[src/rtl/board_refresh_ctrl.sv]
// board_refresh_ctrl: removes full rows from the board RAM bottom-up, compacts, zero-fills the top, scores.
// Define BOARD_REFRESH_SKIP_SAME_ROW_EN to suppress rewriting a row onto itself.
module board_refresh_ctrl #(
  parameter int W       = 10,
  parameter int H       = 20,
  parameter int AW      = 5,
  parameter int SCORE_W = 16
) (
  input  logic               clk,
  input  logic               rstn,
  input  logic               refresh,
  output logic               busy,
  output logic               refresh_done,
  output logic               row_ren,
  output logic [AW-1:0]      row_raddr,
  input  logic [W-1:0]       row_rdata,
  output logic               row_wen,
  output logic [AW-1:0]      row_waddr,
  output logic [W-1:0]       row_wdata,
  output logic [AW-1:0]      lines_cleared,
  output logic [SCORE_W-1:0] score,
  output logic               top_occupied
);
  typedef enum logic [2:0] {IDLE, READ, CHECK, FILL, DONE} state_t;
  state_t state_q, state_d;
  logic [AW-1:0] src_q, src_d, dst_q, dst_d, cnt_q, cnt_d, fill_q, fill_d, lines_q, lines_d;
  logic [SCORE_W-1:0] score_q, score_d;
  logic top_q, top_d;
  logic full, wr_row;
  logic [3:0] pts;
  logic [SCORE_W:0] sum;
  assign full = &row_rdata;
`ifdef BOARD_REFRESH_SKIP_SAME_ROW_EN
  assign wr_row = !full && (src_q != dst_q);
`else
  assign wr_row = !full;
`endif
  assign pts = cnt_q >= AW'(4) ? 4'd8 : cnt_q == AW'(3) ? 4'd5 : cnt_q == AW'(2) ? 4'd3 :
               cnt_q == AW'(1) ? 4'd1 : 4'd0;
  assign sum = {1'b0, score_q} + {{(SCORE_W-3){1'b0}}, pts};
  always_comb begin
    state_d      = state_q;
    src_d        = src_q;
    dst_d        = dst_q;
    cnt_d        = cnt_q;
    fill_d       = fill_q;
    lines_d      = lines_q;
    score_d      = score_q;
    top_d        = top_q;
    row_ren      = 1'b0;
    row_raddr    = src_q;
    row_wen      = 1'b0;
    row_waddr    = dst_q;
    row_wdata    = state_q == CHECK ? row_rdata : '0;
    refresh_done = 1'b0;
    case (state_q)
      IDLE: if (refresh) begin
        src_d   = AW'(H-1);
        dst_d   = AW'(H-1);
        cnt_d   = '0;
        fill_d  = '0;
        top_d   = 1'b0;
        state_d = READ;
      end
      READ: begin
        row_ren = 1'b1;
        state_d = CHECK;
      end
      CHECK: begin
        if (full) cnt_d = cnt_q + 1'b1;
        else begin
          row_wen = wr_row;
          dst_d   = dst_q - 1'b1;
          if (dst_q == '0 && |row_rdata) top_d = 1'b1;
        end
        if (src_q == '0) state_d = cnt_d != '0 ? FILL : DONE;
        else begin
          src_d   = src_q - 1'b1;
          state_d = READ;
        end
      end
      FILL: begin
        row_wen   = 1'b1;
        row_waddr = fill_q;
        fill_d    = fill_q + 1'b1;
        if (fill_q == cnt_q - 1'b1) state_d = DONE;
      end
      DONE: begin
        refresh_done = 1'b1;
        lines_d      = cnt_q;
        score_d      = sum[SCORE_W] ? '1 : sum[SCORE_W-1:0];
        state_d      = IDLE;
      end
      default: state_d = IDLE;
    endcase
  end
  always_ff @(posedge clk or negedge rstn) begin
    if (!rstn) begin
      state_q <= IDLE;
      src_q   <= '0;
      dst_q   <= '0;
      cnt_q   <= '0;
      fill_q  <= '0;
      lines_q <= '0;
      score_q <= '0;
      top_q   <= 1'b0;
    end else begin
      state_q <= state_d;
      src_q   <= src_d;
      dst_q   <= dst_d;
      cnt_q   <= cnt_d;
      fill_q  <= fill_d;
      lines_q <= lines_d;
      score_q <= score_d;
      top_q   <= top_d;
    end
  end
  assign busy          = state_q != IDLE;
  assign lines_cleared = lines_q;
  assign score         = score_q;
  assign top_occupied  = top_q;
endmodule

[config.mk]
export PLATFORM = sky130hd
export DESIGN_NAME = board_refresh_ctrl
export DESIGN_NICKNAME = d
export VERILOG_FILES = /design/src/rtl/board_refresh_ctrl.sv
export SDC_FILE = /design/constraint.sdc
export NUM_CORES = 1
export LEC_CHECK = 0
export CAP_MARGIN = 10
export CORE_AREA = 2 2 81 83
export DETAILED_ROUTE_END_ITERATION = 10
export DIE_AREA = 0 0 83 85
export PLACE_DENSITY = 0.75
export SYNTH_ARGS = -nofsm -noshare
export SYNTH_HDL_FRONTEND = slang
export SYNTH_SLANG_ARGS = --single-unit
export TNS_END_PERCENT = 20
[constraint.sdc]
create_clock -name clk -period 2.7 [get_ports clk]
set_clock_uncertainty 0.05 [all_clocks]
set_input_delay 0.81 -clock clk [delete_from_list [all_inputs] [get_ports clk]]
set_output_delay 0.81 -clock clk [all_outputs]
set_load 0.01 [all_outputs]
==> metrics.txt, run 1 <==
outcome=finished with violations; failing checks=setup timing; post-synthesis area per instance=8.87 um2; Routed WL=7080 um; # setup viols final=1; critical path data arrival time=1.89 ns; vias in the first global route=2591; post-synthesis adder-cell area fraction=0.0656; worst-margin pin slew=0.778 ns; unrepaired setup endpoints after global routing=yes; total grt overflow=0; min Tclk post-route=2.75 ns; Setup WS pre-CTS=-0.785 ns; Sink Count=45; final total power=2.80 mW; Port Buf Inserts=58; Switching Fraction=0.395; row count=29; Yosys reg bits=45; most common cell after layout, fill and taps aside=nand2_1; final worst setup slack=-0.0532 ns; Seq/Total Area, Yosys=0.404; Slew headroom=0.474; Starting DRT DRC Count=83; combinational share of power=0.495; Fin Setup TNS=-0.0532 ns; endpoint class of the critical path=primary output; mapped cell area=2780 um2; Int Pwr=1.69 mW; non-filler instance count after layout=485; largest net degree at the start of global routing=24; clock tree buffer depth=2; xor and xnor area share after synthesis=0.0503; clock share of power=0.160; synth warn=0; count of cell types in the netlist=52; post-route clock period utilization=1.02; post-synth top area cell=dfrtp_1; worst skew pair latency=0.30 ns; Hold Crit Class=in2async; static leakage=1.97 nW; syn_nets=341; commonest cells after routing, fill and taps aside=53 x nand2_1, 44 x dfrtp_1, 33 x buf_4, 31 x clkdlybuf4s50_1, 23 x o21ai_0; top_reg_cell synth=dfrtp_1; GRT Overall Usage=0.204; Hold Violations, Final=0; CTS buffer count=5; num ports=59; synth top area cells=dfrtp_1 40%, nand2_1 7.3%, ha_1 5.8%; Die Wd=83 um; multiplexer area fraction after synthesis=0.00764; Critical Path Start Type=input pin; internal reg-to-reg setup slack=0.14 ns; drt pass-1 iters=4; Seq pwr share=0.345; global-route wire length before repair=12000 um; Clk pin slew, worst setup/hold paths=0.09 ns; WHS=0.432 ns; Slew Limit Fails=0; Root Driver=clkbuf_8; post-synthesis cell count=314; initial core utilization=0.449; main combinational cell family by area after synthesis=simple AND/OR/NAND/NOR gates; Compound-Gate Fraction of Synth Area=0.129; max-cap viol count=0; DRC=0; TritonCTS clock tree=done; layout net count=434; vias per cell=5.42; fin util=0.625; RePlAce Congestion=0.925; top-area cell type share of the netlist area=0.404; WL per Instance=14.6 um; crit-path max FO=2; Detail Route Antenna Nets=0; die height=85 um; simple-gate share of the synthesized area=0.307; Post-synth EDFFs=0; area grow syn2layout=39.2%; CTS HTree Levels=2; FFs w/ async S/R, synth=1.00; critical path class=in2out; sw power=1.11 mW; hpwl dp=5350 um; maximum clock rate=363 MHz; CORE AREA=6200 um2; VDD IR max=507 uV; dpl cells=475; Vias=2629; Post-DP Area=3690 um2; die area=7060 um2; n_diodes=0; PwrDens=722 nW/um2; WP data required=1.84 ns; initial antenna violation count=0; Design Area, Final=3880 um2; fraction of layout cells with a size suffix above 1=0.172
layer usage:
layer  vias up  routed length [um]  GRT usage
met2        58                3490      0.356
li1       1310                   -          -
met4         0                 132     0.0686
met1      1248                3210      0.257
met3        13                 247     0.0370
met5         -                   0          0
path summary, 6_finish.rpt:
kind	from	to	cells after the start
worst min-delay path	rstn	score[1]	1
max in group asynchronous	rstn	state_q[0]	2
min in group clk	top_occupied	top_occupied	2
worst min register to register	top_occupied	top_occupied	2
worst max-delay path	row_rdata[0]	row_wen	5
worst max register to register	cnt_q[0]	score[12]	11
power groups by stage:
stage / registers (mW) / clock network (mW) / logic (mW)
6_report: 0.965 / 0.449 / 1.39
5_1_grt: 0.988 / 0.493 / 1.52
4_1_cts: 0.963 / 0.465 / 1.37
3_5_place_dp: 0.969 / 0 / 1.35
3_3_place_gp: 0.963 / 0 / 1.32
2_1_floorplan: 0.979 / 0 / 0.673
final cells by class:
class                      instances  area, um2
clock buffer                       6       82.6
tap                               77       96.3
fill                             539       2330
inverter                          13       48.8
sequential                        45       1130
timing repair buffer              94        872
clock inverter                     2       13.8
multi-input combinational        248       1640
cell usage after synthesis, drive strengths merged, types with 2 or more instances:
master / n
a211o: 2
a21oi: 9
o311ai: 2
ha: 13
o31ai: 7
a21o: 2
nand2b: 2
inv: 13
nor3: 10
or4: 3
nor4: 9
nor3b: 3
nor2: 17
o21ai: 24
a31oi: 2
dfrtp: 45
and2: 15
or3: 4
nor4b: 4
buf: 3
nand4: 5
and3: 6
xor2: 8
nand3: 20
nand2: 55
xnor2: 8
clkbuf: 5
state kept, by name, summed over array words and instances, names as in the netlist:
register	cells
state_q	3
dst_q	5
top_occupied	1
lines_cleared	5
row_raddr	5
score	16
fill_q	5
cnt_q	5
logic make-up (layout without fill, tap and decap cells):
group,Yosys count,after routing
simple gates,159,159
flops,45,45
xor+xnor,16,16
fa+ha+maj,14,14
compound gates,57,57
buf+inv,21,115
mux,2,2
critical path: stages:
cell             delay [ns]
clkdlybuf4s15_1        0.23
nand4_4                0.11
or3_4                  0.41
o21a_1                 0.20
buf_2                  0.14
repair_timing:
item                                    4_1_cts  5_1_grt
pin swaps                                     1        5
gates cloned                                  1        0
hold buffers                                  0        0
resized for setup                            30       29
setup buffers                                 0        1
endpoints found under the setup margin       21       29
Power figures use the tool's default switching activity.
==> run 2, diff against run 1 <==
--- a/config.mk
+++ b/config.mk
@@ -10,6 +10,7 @@
 export DETAILED_ROUTE_END_ITERATION = 10
 export DIE_AREA = 0 0 83 85
 export PLACE_DENSITY = 0.75
+export SLEW_MARGIN = 15
 export SYNTH_ARGS = -nofsm -noshare
 export SYNTH_HDL_FRONTEND = slang
 export SYNTH_SLANG_ARGS = --single-unit
==> results of run 2 <==
The final DEF is identical to that of run 1; final timing and power are the same.
==> run 3, diff against run 2 <==
--- a/config.mk
+++ b/config.mk
@@ -10,6 +10,7 @@
 export DETAILED_ROUTE_END_ITERATION = 10
 export DIE_AREA = 0 0 83 85
 export PLACE_DENSITY = 0.75
+export SETUP_SLACK_MARGIN = 0.2
 export SLEW_MARGIN = 15
 export SYNTH_ARGS = -nofsm -noshare
 export SYNTH_HDL_FRONTEND = slang
==> run 3 against run 2 <==
Against the previous run:
- the flow now finishes without violations
- clock power shrank 8.9%
- utilization grew 2.2 points
- via count rose by 3.2%
- hold slack got worse by 0.0041 ns
- sequential share of layout area fell by 0.91 points
- combinational power is 7% higher
- first-iteration DRC count up 31%
- worst setup slack improved by 0.17 ns
- sequential cell count unchanged
==> metrics.txt, run 3 (synthesized netlist as in run 1, its figures left out) <==
internal reg-to-reg setup slack=0.14 ns (about the same); DRC=0 (unchanged); maximum clock rate=387 MHz (was 363 MHz); layout net count=443 (was 434); Largest stage delay, worst path=0.40 ns (was 0.41 ns); Slew headroom=0.442 (was 0.474); RePlAce Congestion=0.917 (was 0.925); PwrDens=716 nW/um2 (was 722 nW/um2); Reg area=1130 um2 (about the same); total grt overflow=0 (unchanged); Die Wd=83 um (unchanged); clock share of power=0.143 (was 0.160); vias per cell=5.49 (was 5.42); WHS=0.428 ns (was 0.432 ns); # setup viols final=0 (was 1); R2R depth=11 (unchanged); area grow syn2layout=44.0% (was 39.2%); global-route wire length before repair=12100 um (was 12000 um); hpwl dp=5280 um (was 5350 um); Slew Limit Fails=0 (unchanged); Setup WS pre-CTS=-0.823 ns (was -0.785 ns); VDD IR max=671 uV (was 507 uV); n_diodes=0 (unchanged); vias in the first global route=2612 (was 2591); post-route clock period utilization=0.957 (was 1.02); clock tree buffer depth=2 (unchanged); TritonCTS clock tree=done (unchanged); Switching Fraction=0.397 (was 0.395); final total power=2.87 mW (was 2.80 mW); CP Cell Sequence=buf_8 -> nand4_4 -> or3_4 -> o21a_1 -> buf_2 (was clkdlybuf4s15_1 -> nand4_4 -> or3_4 -> o21a_1 -> buf_2); fin util=0.646 (was 0.625); initial antenna violation count=0 (unchanged); Hold Crit Class=in2async (unchanged); initial core utilization=0.449 (unchanged); Detail Route Antenna Nets=0 (unchanged); critical path data arrival time=1.72 ns (was 1.89 ns); unrepaired setup endpoints after global routing=yes (unchanged); crit-path max FO=2 (unchanged); Fin Setup TNS=0 ns (was -0.0532 ns); CORE AREA=6200 um2 (unchanged); drt pass-1 iters=4 (unchanged); Starting DRT DRC Count=109 (was 83); max FFs per register=16 (unchanged); Int Pwr=1.73 mW (was 1.69 mW); Design Area, Final=4010 um2 (was 3880 um2); sw power=1.14 mW (was 1.11 mW); Seq pwr share=0.339 (was 0.345); slowest CP cell=or3_4 (unchanged); combinational share of power=0.518 (was 0.495); CP endpoint=row_wen (unchanged); Hold Violations, Final=0 (unchanged); Critical Path Start Type=input pin (unchanged); Sink Count=45 (unchanged); WP data required=1.84 ns (about the same); static leakage=2.02 nW (was 1.97 nW); die area=7060 um2 (unchanged); worst skew pair latency=0.30 ns (about the same); die height=85 um (unchanged); commonest cells after routing, fill and taps aside=51 x nand2_1, 42 x dfrtp_1, 42 x buf_4, 28 x clkdlybuf4s50_1, 19 x o21ai_0 (was 53 x nand2_1, 44 x dfrtp_1, 33 x buf_4, 31 x clkdlybuf4s50_1, 23 x o21ai_0); Routed WL=7640 um (was 7080 um); GRT Overall Usage=0.205 (was 0.204); non-filler instance count after layout=494 (was 485); Post-DP Area=3700 um2 (was 3690 um2); worst-margin pin slew=0.825 ns (was 0.778 ns); final worst setup slack=0.117 ns (was -0.0532 ns); CTS buffer count=5 (unchanged); FF-to-FF Start=cnt_q[0] (unchanged); num ports=59 (unchanged); Fillers=503 (was 539); critical path class=in2out (unchanged); worst setup path startpoint=row_rdata[3] (was row_rdata[0]); Root Driver=clkbuf_8 (unchanged); Port Buf Inserts=58 (unchanged); row count=29 (unchanged); fraction of layout cells with a size suffix above 1=0.288 (was 0.172); Vias=2714 (was 2629); WL per Instance=15.5 um (was 14.6 um); max-cap viol count=0 (unchanged); most common cell after layout, fill and taps aside=nand2_1 (unchanged); largest net degree at the start of global routing=24 (unchanged); min Tclk post-route=2.58 ns (was 2.75 ns); outcome=finished, final reports clean (was finished with violations); Critical R2R Capture=score[12] (unchanged); CTS HTree Levels=2 (unchanged); dpl cells=475 (unchanged); endpoint class of the critical path=primary output (unchanged); area of the multi-input gates=1780 um2 (was 1640 um2); Clk pin slew, worst setup/hold paths=0.09 ns (about the same)
==> run 3: cell types whose count changed in the layout (fill, tap and decap cells not counted), sizes merged <==
cell,previous run,this run
clkbuf,7,18
clkdlybuf4s50,31,28
buf,38,54
dlygate4sd2,7,3
dlymetal6s2s,10,5
clkdlybuf4s15,7,1
==> run 3: power by group through the flow <==
stage	logic (mW)	clock network (mW)	registers [mW]
global placement	1.35	0	0.967
global route	1.62	0.447	0.997
detailed placement	1.37	0	0.971
CTS	1.38	0.421	0.968
finish	1.49	0.409	0.974
floorplan	0.676	0	0.982
==> run 3: critical path, delay by kind of cell <==
kind,cells,cell delay (ns)
AOI/OAI and AO/OA,1,0.20
buffers and inverters,2,0.21
and+or+nand+nor,2,0.50
==> run 3: final cells by class <==
type                    count  area share
clock buffers               6      0.0181
multi-input cells         248       0.444
flip-flops and latches     45       0.282
inverters                  13      0.0122
clock inverters             2     0.00250
well taps                  77      0.0240
repair buffers            103       0.217
==> run 3: what timing repair did <==
| action | in CTS | in global routing |
|---|---|---|
| buffers inserted | 3 | 7 |
| gates resized for setup | 60 | 78 |
| hold buffers | 0 | 0 |
| cloned | 1 | 0 |
| setup endpoints to repair | 38 | 36 |
| pin swaps | 7 | 22 |
==> run 3: how the worst min path moves through the flow <==
stage / endpoint / startpoint / cells past startpoint / slack (ns)
after floorplan: dst_q[4] / dst_q[4] / 1 / 0.43
after global placement: top_occupied / top_occupied / 2 / 0.41
after detailed placement: top_occupied / top_occupied / 2 / 0.41
after CTS: top_occupied / top_occupied / 2 / 0.43
after global routing: score[1] / rstn / 1 / 0.46
final: score[1] / rstn / 1 / 0.43
==> run 3: routing by layer <==
layer	global-route usage	up-vias	wire, um
li1	-	1320	-
met1	0.260	1316	3400
met2	0.362	61	3850
met3	0.0340	17	255
met4	0.0596	0	131
met5	0	-	0
